File: src/rtl/cam_frame_writer_pkg.sv
// Shared constants, state encoding and the RGB565 -> RGB444 helper for the
// camera frame writer.
package cam_frame_writer_pkg;

    localparam int IMG_W  = 120;
    localparam int IMG_H  = 120;
    localparam int SRC_W  = 640;
    localparam int ADDR_W = 14;
    localparam int COL_W  = 10;
    localparam int ROW_W  = 7;

    localparam logic [COL_W-1:0]  COL_LIM   = COL_W'(IMG_W);
    localparam logic [COL_W-1:0]  COL_LAST  = COL_W'(IMG_W - 1);
    localparam logic [COL_W-1:0]  COL_MAX   = COL_W'(SRC_W);
    localparam logic [ROW_W-1:0]  ROW_LIM   = ROW_W'(IMG_H);
    localparam logic [ROW_W-1:0]  ROW_LAST  = ROW_W'(IMG_H - 1);
    localparam logic [ADDR_W-1:0] BASE_STEP = ADDR_W'(IMG_W);

    localparam logic [15:0] LUMA_R = 16'd77;
    localparam logic [15:0] LUMA_G = 16'd150;
    localparam logic [15:0] LUMA_B = 16'd29;

    typedef enum logic [1:0] {
        IDLE = 2'd0,
        SYNC = 2'd1,
        CAPT = 2'd2
    } state_t;

    function automatic logic [11:0] rgb565_to_444(input logic [15:0] p);
        return {p[15:12], p[10:7], p[4:1]};
    endfunction

endpackage

File: src/rtl/cam_frame_writer_luma.sv
// Two-stage luma pipeline: weighted 16-bit sum of the 8-bit expanded
// channels, then Y = sum[15:8]. Y holds its value between valid pixels.
module rgb565_to_luma
    import cam_frame_writer_pkg::*;
(
    input  logic        clk,
    input  logic        rst,
    input  logic        in_valid,
    input  logic [15:0] in_pix,
    output logic        out_valid,
    output logic [7:0]  y
);

    logic [7:0]  r8, g8, b8;
    logic [15:0] sum_d, sum_q;
    logic        sum_vld_d, sum_vld_q;
    logic [7:0]  y_d, y_q;
    logic        y_vld_d, y_vld_q;

    always_comb begin
        r8 = {in_pix[15:11], in_pix[15:13]};
        g8 = {in_pix[10:5], in_pix[10:9]};
        b8 = {in_pix[4:0], in_pix[4:2]};
        // Coefficients sum to 256, so the 16-bit sum cannot overflow.
        sum_d     = LUMA_R * {8'd0, r8} + LUMA_G * {8'd0, g8} + LUMA_B * {8'd0, b8};
        sum_vld_d = in_valid;
        y_d       = sum_vld_q ? sum_q[15:8] : y_q;
        y_vld_d   = sum_vld_q;
    end

    always_ff @(posedge clk or posedge rst) begin
        if (rst) begin
            sum_q     <= 16'd0;
            sum_vld_q <= 1'b0;
            y_q       <= 8'd0;
            y_vld_q   <= 1'b0;
        end else begin
            sum_q     <= sum_d;
            sum_vld_q <= sum_vld_d;
            y_q       <= y_d;
            y_vld_q   <= y_vld_d;
        end
    end

    assign out_valid = y_vld_q;
    assign y         = y_q;

endmodule

File: src/rtl/cam_frame_writer.sv
// Camera write side: pairs RGB565 bytes, crops to the top-left IMG_W x IMG_H
// pixels and emits buffer writes carrying RGB444 and 4-bit gray data.
module cam_frame_writer
    import cam_frame_writer_pkg::*;
(
    input  logic              clk_50,
    input  logic              rst,
    input  logic              capture,
    input  logic              cam_vsync,
    input  logic              cam_href,
    input  logic              cam_byte_valid,
    input  logic [7:0]        cam_data,
    output logic              wr_en,
    output logic [ADDR_W-1:0] wr_addr,
    output logic [11:0]       wr_data_rgb,
    output logic [3:0]        wr_data_gray,
    output logic [7:0]        gray_value,
    output logic              busy,
    output logic              frame_done,
    output logic              frame_err,
    output logic [1:0]        dbg_state
);

    // Write port is valid-only: the buffer accepts a write in every cycle
    // wr_en is high; wr_addr/wr_data_*/gray_value qualify that same cycle.

    state_t             state_d, state_q;
    logic               vsync_q, href_q;
    logic               phase_d, phase_q;
    logic [7:0]         hi_d, hi_q;
    logic [COL_W-1:0]   col_d, col_q;
    logic [ROW_W-1:0]   row_d, row_q;
    logic [ADDR_W-1:0]  base_d, base_q;
    logic               full_d, full_q;
    logic               s1_vld_d, s1_vld_q;
    logic [15:0]        s1_pix_d, s1_pix_q;
    logic [ADDR_W-1:0]  s1_addr_d, s1_addr_q;
    logic               s2_vld_d, s2_vld_q;
    logic [11:0]        s2_rgb_d, s2_rgb_q;
    logic [ADDR_W-1:0]  s2_addr_d, s2_addr_q;
    logic [11:0]        wr_rgb_d, wr_rgb_q;
    logic [ADDR_W-1:0]  wr_addr_d, wr_addr_q;
    logic               frame_done_d, frame_done_q;
    logic               frame_err_d, frame_err_q;

    logic vsync_rise, vsync_fall, href_fall, byte_ok, pix_done, keep, last_px;

    always_comb begin
        vsync_rise = cam_vsync & ~vsync_q;
        vsync_fall = ~cam_vsync & vsync_q;
        href_fall  = ~cam_href & href_q;
        // A byte in the href-fall detect cycle still belongs to the ending line.
        byte_ok    = cam_byte_valid & (cam_href | href_q);
        pix_done   = (state_q == CAPT) & byte_ok & phase_q;
        keep       = pix_done & (col_q < COL_LIM) & (row_q < ROW_LIM);
        last_px    = keep & (row_q == ROW_LAST) & (col_q == COL_LAST);

        state_d      = state_q;
        phase_d      = phase_q;
        hi_d         = hi_q;
        col_d        = col_q;
        row_d        = row_q;
        base_d       = base_q;
        full_d       = full_q;
        frame_done_d = 1'b0;
        frame_err_d  = 1'b0;

        s1_vld_d  = keep;
        s1_pix_d  = keep ? {hi_q, cam_data} : s1_pix_q;
        s1_addr_d = keep ? base_q + ADDR_W'(col_q) : s1_addr_q;
        s2_vld_d  = s1_vld_q;
        s2_rgb_d  = s1_vld_q ? rgb565_to_444(s1_pix_q) : s2_rgb_q;
        s2_addr_d = s1_vld_q ? s1_addr_q : s2_addr_q;
        wr_rgb_d  = s2_vld_q ? s2_rgb_q : wr_rgb_q;
        wr_addr_d = s2_vld_q ? s2_addr_q : wr_addr_q;

        case (state_q)
            IDLE: begin
                if (capture && cam_vsync) state_d = SYNC;
            end
            SYNC: begin
                if (vsync_fall) begin
                    state_d = CAPT;
                    phase_d = 1'b0;
                    col_d   = '0;
                    row_d   = '0;
                    base_d  = '0;
                    full_d  = 1'b0;
                end
            end
            CAPT: begin
                if (byte_ok) begin
                    if (!phase_q) begin
                        hi_d    = cam_data;
                        phase_d = 1'b1;
                    end else begin
                        phase_d = 1'b0;
                        if (col_q != COL_MAX) col_d = col_q + 10'd1;
                    end
                end
                if (href_fall) begin
                    phase_d = 1'b0;
                    col_d   = '0;
                    if (row_q != ROW_LIM) begin
                        row_d  = row_q + 7'd1;
                        base_d = base_q + BASE_STEP;
                    end
                end
                if (last_px || row_d == ROW_LIM) full_d = 1'b1;
                // Once full, wait for the pixel pipeline to drain so frame_done
                // lands the cycle after the final write.
                if (full_q) begin
                    if (!s1_vld_q && !s2_vld_q) begin
                        state_d      = IDLE;
                        frame_done_d = 1'b1;
                    end
                end else if (vsync_rise && !full_d) begin
                    state_d     = IDLE;
                    frame_err_d = 1'b1;
                end
            end
            default: state_d = IDLE;
        endcase
    end

    always_ff @(posedge clk_50 or posedge rst) begin
        if (rst) begin
            state_q      <= IDLE;
            vsync_q      <= 1'b0;
            href_q       <= 1'b0;
            phase_q      <= 1'b0;
            hi_q         <= 8'd0;
            col_q        <= '0;
            row_q        <= '0;
            base_q       <= '0;
            full_q       <= 1'b0;
            s1_vld_q     <= 1'b0;
            s1_pix_q     <= 16'd0;
            s1_addr_q    <= '0;
            s2_vld_q     <= 1'b0;
            s2_rgb_q     <= 12'd0;
            s2_addr_q    <= '0;
            wr_rgb_q     <= 12'd0;
            wr_addr_q    <= '0;
            frame_done_q <= 1'b0;
            frame_err_q  <= 1'b0;
        end else begin
            state_q      <= state_d;
            vsync_q      <= cam_vsync;
            href_q       <= cam_href;
            phase_q      <= phase_d;
            hi_q         <= hi_d;
            col_q        <= col_d;
            row_q        <= row_d;
            base_q       <= base_d;
            full_q       <= full_d;
            s1_vld_q     <= s1_vld_d;
            s1_pix_q     <= s1_pix_d;
            s1_addr_q    <= s1_addr_d;
            s2_vld_q     <= s2_vld_d;
            s2_rgb_q     <= s2_rgb_d;
            s2_addr_q    <= s2_addr_d;
            wr_rgb_q     <= wr_rgb_d;
            wr_addr_q    <= wr_addr_d;
            frame_done_q <= frame_done_d;
            frame_err_q  <= frame_err_d;
        end
    end

    rgb565_to_luma u_luma (
        .clk       (clk_50),
        .rst       (rst),
        .in_valid  (s1_vld_q),
        .in_pix    (s1_pix_q),
        .out_valid (wr_en),
        .y         (gray_value)
    );

    assign wr_addr      = wr_addr_q;
    assign wr_data_rgb  = wr_rgb_q;
    assign wr_data_gray = gray_value[7:4];
    assign busy         = (state_q != IDLE);
    assign frame_done   = frame_done_q;
    assign frame_err    = frame_err_q;
    assign dbg_state    = state_q;

endmodule

File: config.mk
export PLATFORM = sky130hd
export DESIGN_NAME = cam_frame_writer
export DESIGN_NICKNAME = d
export VERILOG_FILES = /design/src/rtl/cam_frame_writer_pkg.sv /design/src/rtl/cam_frame_writer_luma.sv /design/src/rtl/cam_frame_writer.sv
export SDC_FILE = /design/constraint.sdc
export NUM_CORES = 1
export LEC_CHECK = 0
export ABC_AREA = 1
export ABC_CLOCK_PERIOD_IN_PS = 10380
export BUFFER_PORTS_ARGS = -buffer_cell sky130_fd_sc_hd__buf_2
export CAP_MARGIN = 20
export CORE_ASPECT_RATIO = 0.5
export CORE_MARGIN = 5
export CORE_UTILIZATION = 55
export CTS_CLUSTER_SIZE = 28
export DETAILED_ROUTE_END_ITERATION = 10
export GPL_TIMING_DRIVEN = 0
export PLACE_DENSITY = 0.74
export SYNTH_ARGS = -nofsm -noshare
export SYNTH_HDL_FRONTEND = slang
export SYNTH_HIERARCHICAL = 1
export SYNTH_SLANG_ARGS = --single-unit
File: constraint.sdc
create_clock -name clk_50 -period 10.38 [get_ports clk_50]
set_input_delay 1.038 -clock clk_50 [delete_from_list [all_inputs] [get_ports clk_50]]
set_output_delay 1.038 -clock clk_50 [all_outputs]
set_load 0.01 [all_outputs]
# After elaboration in Yosys (flattened, before gate mapping)
# Cells that the tools add are included.
# word_totals
regBits	156
latch_bits	0
ramBits	0
mem_bits_ro	0
in_bits	14
output_inout_bits	44
elab_cells	115
mem_count	0
# op_classes
add_sub_neg	6
multipliers	3
div_mod_pow	0
order_cmp	2
eq_ne	16
shifts	0
muxes	35
bitwise_logic	15
n_reduce_logical	16
# op_table
cell	count
10-bit 2-to-1 mux	5
14-bit 2-to-1 mux	3
7-bit by 8-bit multiplier with 15-bit output, first input constant	2
7-bit 2-to-1 mux	4
14-bit case mux with 2 select lines	1
10-bit case mux with 2 select lines	1
15-bit by 16-bit adder with 16-bit output	1
16-bit by 13-bit adder with 16-bit output	1
14-bit by 10-bit adder with 14-bit output	1
14-bit by 7-bit adder with 14-bit output, second input constant	1
7-bit == test, second input constant	2
7-bit case mux with 2 select lines	1
5-bit by 8-bit multiplier with 13-bit output, first input constant	1
1-bit 2-to-1 mux	12
10-bit by 1-bit adder with 10-bit output, second input constant	1
1-bit AND	10
10-bit by 7-bit == test with 1-bit output, second input constant	1
10-bit by 7-bit less-than comparator with 1-bit output, second input constant	1
2-bit 2-to-1 mux	5
10-bit inequality test, second input constant	1
3-bit by 2-bit inequality test with 1-bit output, second input constant	3
4-bit AND reduction	2
7-bit by 1-bit adder with 7-bit output, second input constant	1
7-bit less-than comparator, second input constant	1
other kinds (18)	31

# Logic depth before layout (Yosys ltp)
# depth
word_depth	16
ltp_mapped	28
depth_no_buf	28

# Modules after synthesis
# The synthesis kept the hierarchy.
# by_module_without_submodules
mod	instances	cells_per_inst	area_per_inst_um2	seq_area_each_um2
cam_frame_writer	1	667	5729.2	3203.1
rgb565_to_luma	1	444	3922.5	450.4

# Worst setup path before layout
# Ideal clock, no wire load.
# synth_path
kind	reg2reg
start	register s1_pix_q[9]
end	register u_luma.sum_q[15]
setup_ps	117
arrival_ps	5619
t_required_ps	10263
path_slack_ps	4644
stages_incl_launch_ff	29
n_path_buf	0
period_less_slack_ps	5736
cell_sequence	dfrtp_1 ha_1 ha_1 inv_1 fa_1 inv_1 fa_1 ha_1 nand2_1 nand2_1 a31oi_1 xor2_1 ha_1 fa_1 inv_1 fa_1 fa_1 inv_1 ha_1 nand2_1 inv_2 nand2_1 nand2_1 nand2_1 nand2_1 a21oi_2 inv_1 nand2_1 nand2_1
# synth_via
elab_chain_cells	3
# synth_rtl
item	line_no	rtl
from (decl)	cam_frame_writer.sv:36	logic [15:0] s1_pix_d, s1_pix_q;
from (signal assigned)	cam_frame_writer.sv:158	s1_pix_q <= s1_pix_d;
7-bit by 8-bit multiplier with 15-bit output	cam_frame_writer_luma.sv:25	sum_d = LUMA_R * {8'd0, r8} + LUMA_G * {8'd0, g8} + LUMA_B * {8'd0, b8};
15-bit by 16-bit adder with 16-bit output	cam_frame_writer_luma.sv:25	
16-bit by 13-bit adder with 16-bit output	cam_frame_writer_luma.sv:25	
net u_luma.sum_d[15]	cam_frame_writer_luma.sv:15	logic [15:0] sum_d, sum_q;
to (signal assigned)	cam_frame_writer_luma.sv:38	sum_q <= sum_d;
to (decl)	cam_frame_writer_luma.sv:15	
# The timed path passes the listed nets, and every way through them passes these cells.
# A chain may end at the register's enable or synchronous reset.

# Worst setup path in the final report
# layout_path
start	register s1_pix_q[9]
end	register u_luma.sum_q[14]
# The elaborated chain is that of the path after synthesis.

==> results_dict.tcl <==
set metrics [dict create \
    place.port_buffers 57 \
    rsz0062_at_grt "false" \
    synthTopCellsByArea "dfrtp_1 38%, ha_1 12%, fa_1 11%" \
    area_growth_pct 12.73 \
    layout_common_cells "230 x nand2_1, 192 x inv_1, 146 x dfrtp_1" \
    grt_pass1_vias 7510 \
    cts.sinks 146 \
    die_x_um 197.3 \
    cts-root-buf "clkbuf_16" \
    yosysTopAreaCellShare_pct 37.85 \
    vias 7337 \
    cts_buffers 17 \
    clock_skew_ns 0.01116 \
    grt_max_degree 100 \
    h-tree-depth 4 \
    grt_overflow 0 \
    grt_pass1_wl_mm 35.19 \
    die_y_um 103.7 \
    cts_tree "yes" \
    synth_cells 1111 \
    insertion_delay_ns 0.42 \
    ys_seq_area_share_pct 37.85 \
    core-area_um2 17310 \
    dpl.hpwl_mm 15.30 \
    fp-row-count 34 \
    register_area_um2 3654 \
    ys.flop_type "dfrtp_1" \
    tightest_slew_ns 0.6304 \
    setup-tns-final_ns 0 \
    layout_commonest_cell "nand2_1" \
    via_per_inst 5.113 \
    fin_hold_ws_ns 0.3598 \
    dr.first_iter.drc_count 406 \
    synth_fa_ha_area_share_pct 23.52 \
    drive_gt1_share_pct 11.66 \
    hold_path.class "reg2reg" \
    setup-violations-final 0 \
    nFillCells 1451 \
    slew_violations 0 \
    synth-simple-area-share_pct 17.37 \
    hold_viol 0 \
    cp-end-kind "flip-flop" \
    track_usage_pct 20.92 \
    io_pins 58 \
    async_reset_ff_share_pct 100.0 \
    synth_compound_area_share_pct 9.100 \
    relSlewSlack_pct 57.93 \
    synth_area_per_cell_um2 8.687 \
    timing.fmax_ghz 0.1588 \
    clock_path_buffers 2 \
    synth.distinct_cells 43 \
    place_ws_ns 4.053 \
    multi_input_area_um2 5116 \
    cts_resized 0 \
    synth_warnings 6 \
    period_needed_ns 6.297 \
    crit_type "reg2reg" \
    clkTransAtPathRegs_ns 0.07 \
    dr.pass1.iters 5 \
    antenna_found_initial 0 \
    num-nets-final 1351 \
    syn_area_um2 9652 \
    final_cells 1435 \
    dp_cells 1403 \
    postCtsHoldBufs 0 \
    synth_top_family_by_area "adder cells" \
    cp_data_arrival_time_ns 6.62 \
    yosysTopAreaCell "dfrtp_1" \
    status "completed" \
    crit_fanout 10 \
    die_area_um2 20460 \
    crit_required_ns 10.70 \
    place_congestion 0.8809 \
    start_util_pct 55.75 \
    cap_violations 0 \
    antenna_left 0 \
    synth_xor_area_share_pct 2.087 \
    synth_edf_count 0 \
    finalCritPeriodShare_pct 60.66 \
    post-route-drc-count 0 \
    wl_per_cell_um 14.21 \
    finalWirelength_mm 20.39 \
    post-cts-setup-buffers 0 \
    ys_ff_latch 146 \
    synth_nets 1274 \
    diodes 0 \
    setup_slack_ns 4.083 \
    setup.worst_path.start_class "flip-flop" \
    synth_mux_area_share_pct 0.9334 \
]
==> sequential cells by signal, summed over array words and instances, names as in the netlist, 2 cells and up <==
| name | count |
|---|---|
| base_q | 11 |
| col_q | 10 |
| dbg_state | 2 |
| hi_q | 8 |
| row_q | 7 |
| s1_addr_q | 14 |
| s1_pix_q | 16 |
| s2_addr_q | 14 |
| s2_rgb_q | 12 |
| u_luma/sum_q | 8 |
| u_luma/y | 8 |
| wr_addr | 14 |
| wr_data_rgb | 12 |
==> layer usage <==
metal,GRT usage [%],vias to the layer above,share of wire (%)
li1,-,3661,-
met1,27.29,3559,46
met2,36.38,101,50
met3,3.763,16,3.4
met4,5.045,0,0.84
met5,0,-,0
==> cells in the mapped netlist (7+ instances only) <==
cell and count:
ha_1 95, mux2_2 8, nand3_1 48, nand2_1 230
dfrtp_1 146, nor2_1 80, xor2_1 11, nand4_1 7
fa_1 54, o21ai_0 77, xnor2_1 12, clkbuf_1 16
inv_1 193, nor2_2 7, a21oi_1 56
==> per-stage QoR <==
stage / util (%) / instance area (µm²)
floorplan: - / 9652
global placement: 59.08 / 10230
detailed placement: 59.27 / 10260
CTS: 62.84 / 10880
global route: 62.84 / 10880
finish: 62.84 / 10880
==> final timing paths <==
path | startpoint | to | slack [ns] | cells past startpoint
min | u_luma/sum_vld_q | u_luma/out_valid | 0.36 | 0
min reg2reg | u_luma/sum_vld_q | u_luma/out_valid | 0.36 | 0
max reg2reg | s1_pix_q[9] | u_luma/sum_q[14] | 4.08 | 24
max | s1_pix_q[9] | u_luma/sum_q[14] | 4.08 | 24
min in group asynchronous | rst | wr_data_rgb[3] | 0.60 | 2
max in group asynchronous | rst | row_q[4] | 9.00 | 3
==> critical path, cell delays in order (launching register included) <==
cell and delay [ns]:
dfrtp_1 0.69, ha_1 0.34, ha_1 0.27, inv_1 0.05, fa_1 0.53, inv_1 0.05, fa_1 0.45, ha_1 0.38
nand2_1 0.10, nand2_1 0.07, a31oi_1 0.18, xor2_1 0.18, ha_1 0.27, fa_1 0.50, inv_1 0.05, fa_1 0.47
fa_1 0.55, inv_1 0.04, ha_1 0.36, a21oi_1 0.19, o21ai_1 0.12, a21oi_1 0.19, nand2_1 0.07, nand2_1 0.05
nand2_1 0.04
==> cell type report <==
type / instances / share of cell area [%]
Timing Repair Buffer: 58 / 2.875
Inverter: 200 / 6.946
Buffer: 27 / 1.207
Sequential cell: 146 / 33.58
Clock inverter: 15 / 1.771
Clock buffer: 17 / 3.910
Tap cell: 234 / 2.691
Multi-Input combinational cell: 738 / 47.02
==> kinds of logic (layout without fill, tap and decap cells) <==
family	after synthesis	in the layout
and+or+nand+nor	396	396
buffers and inverters	227	317
AOI/OAI and AO/OA	162	162
adders and majority gates	149	149
DFF	146	146
xor gates and xnor gates	23	23
muxes	8	8
Power is left out: the tool's default activity adds up to more than one toggle a clock period on the data nets, which glitch-free logic cannot reach.
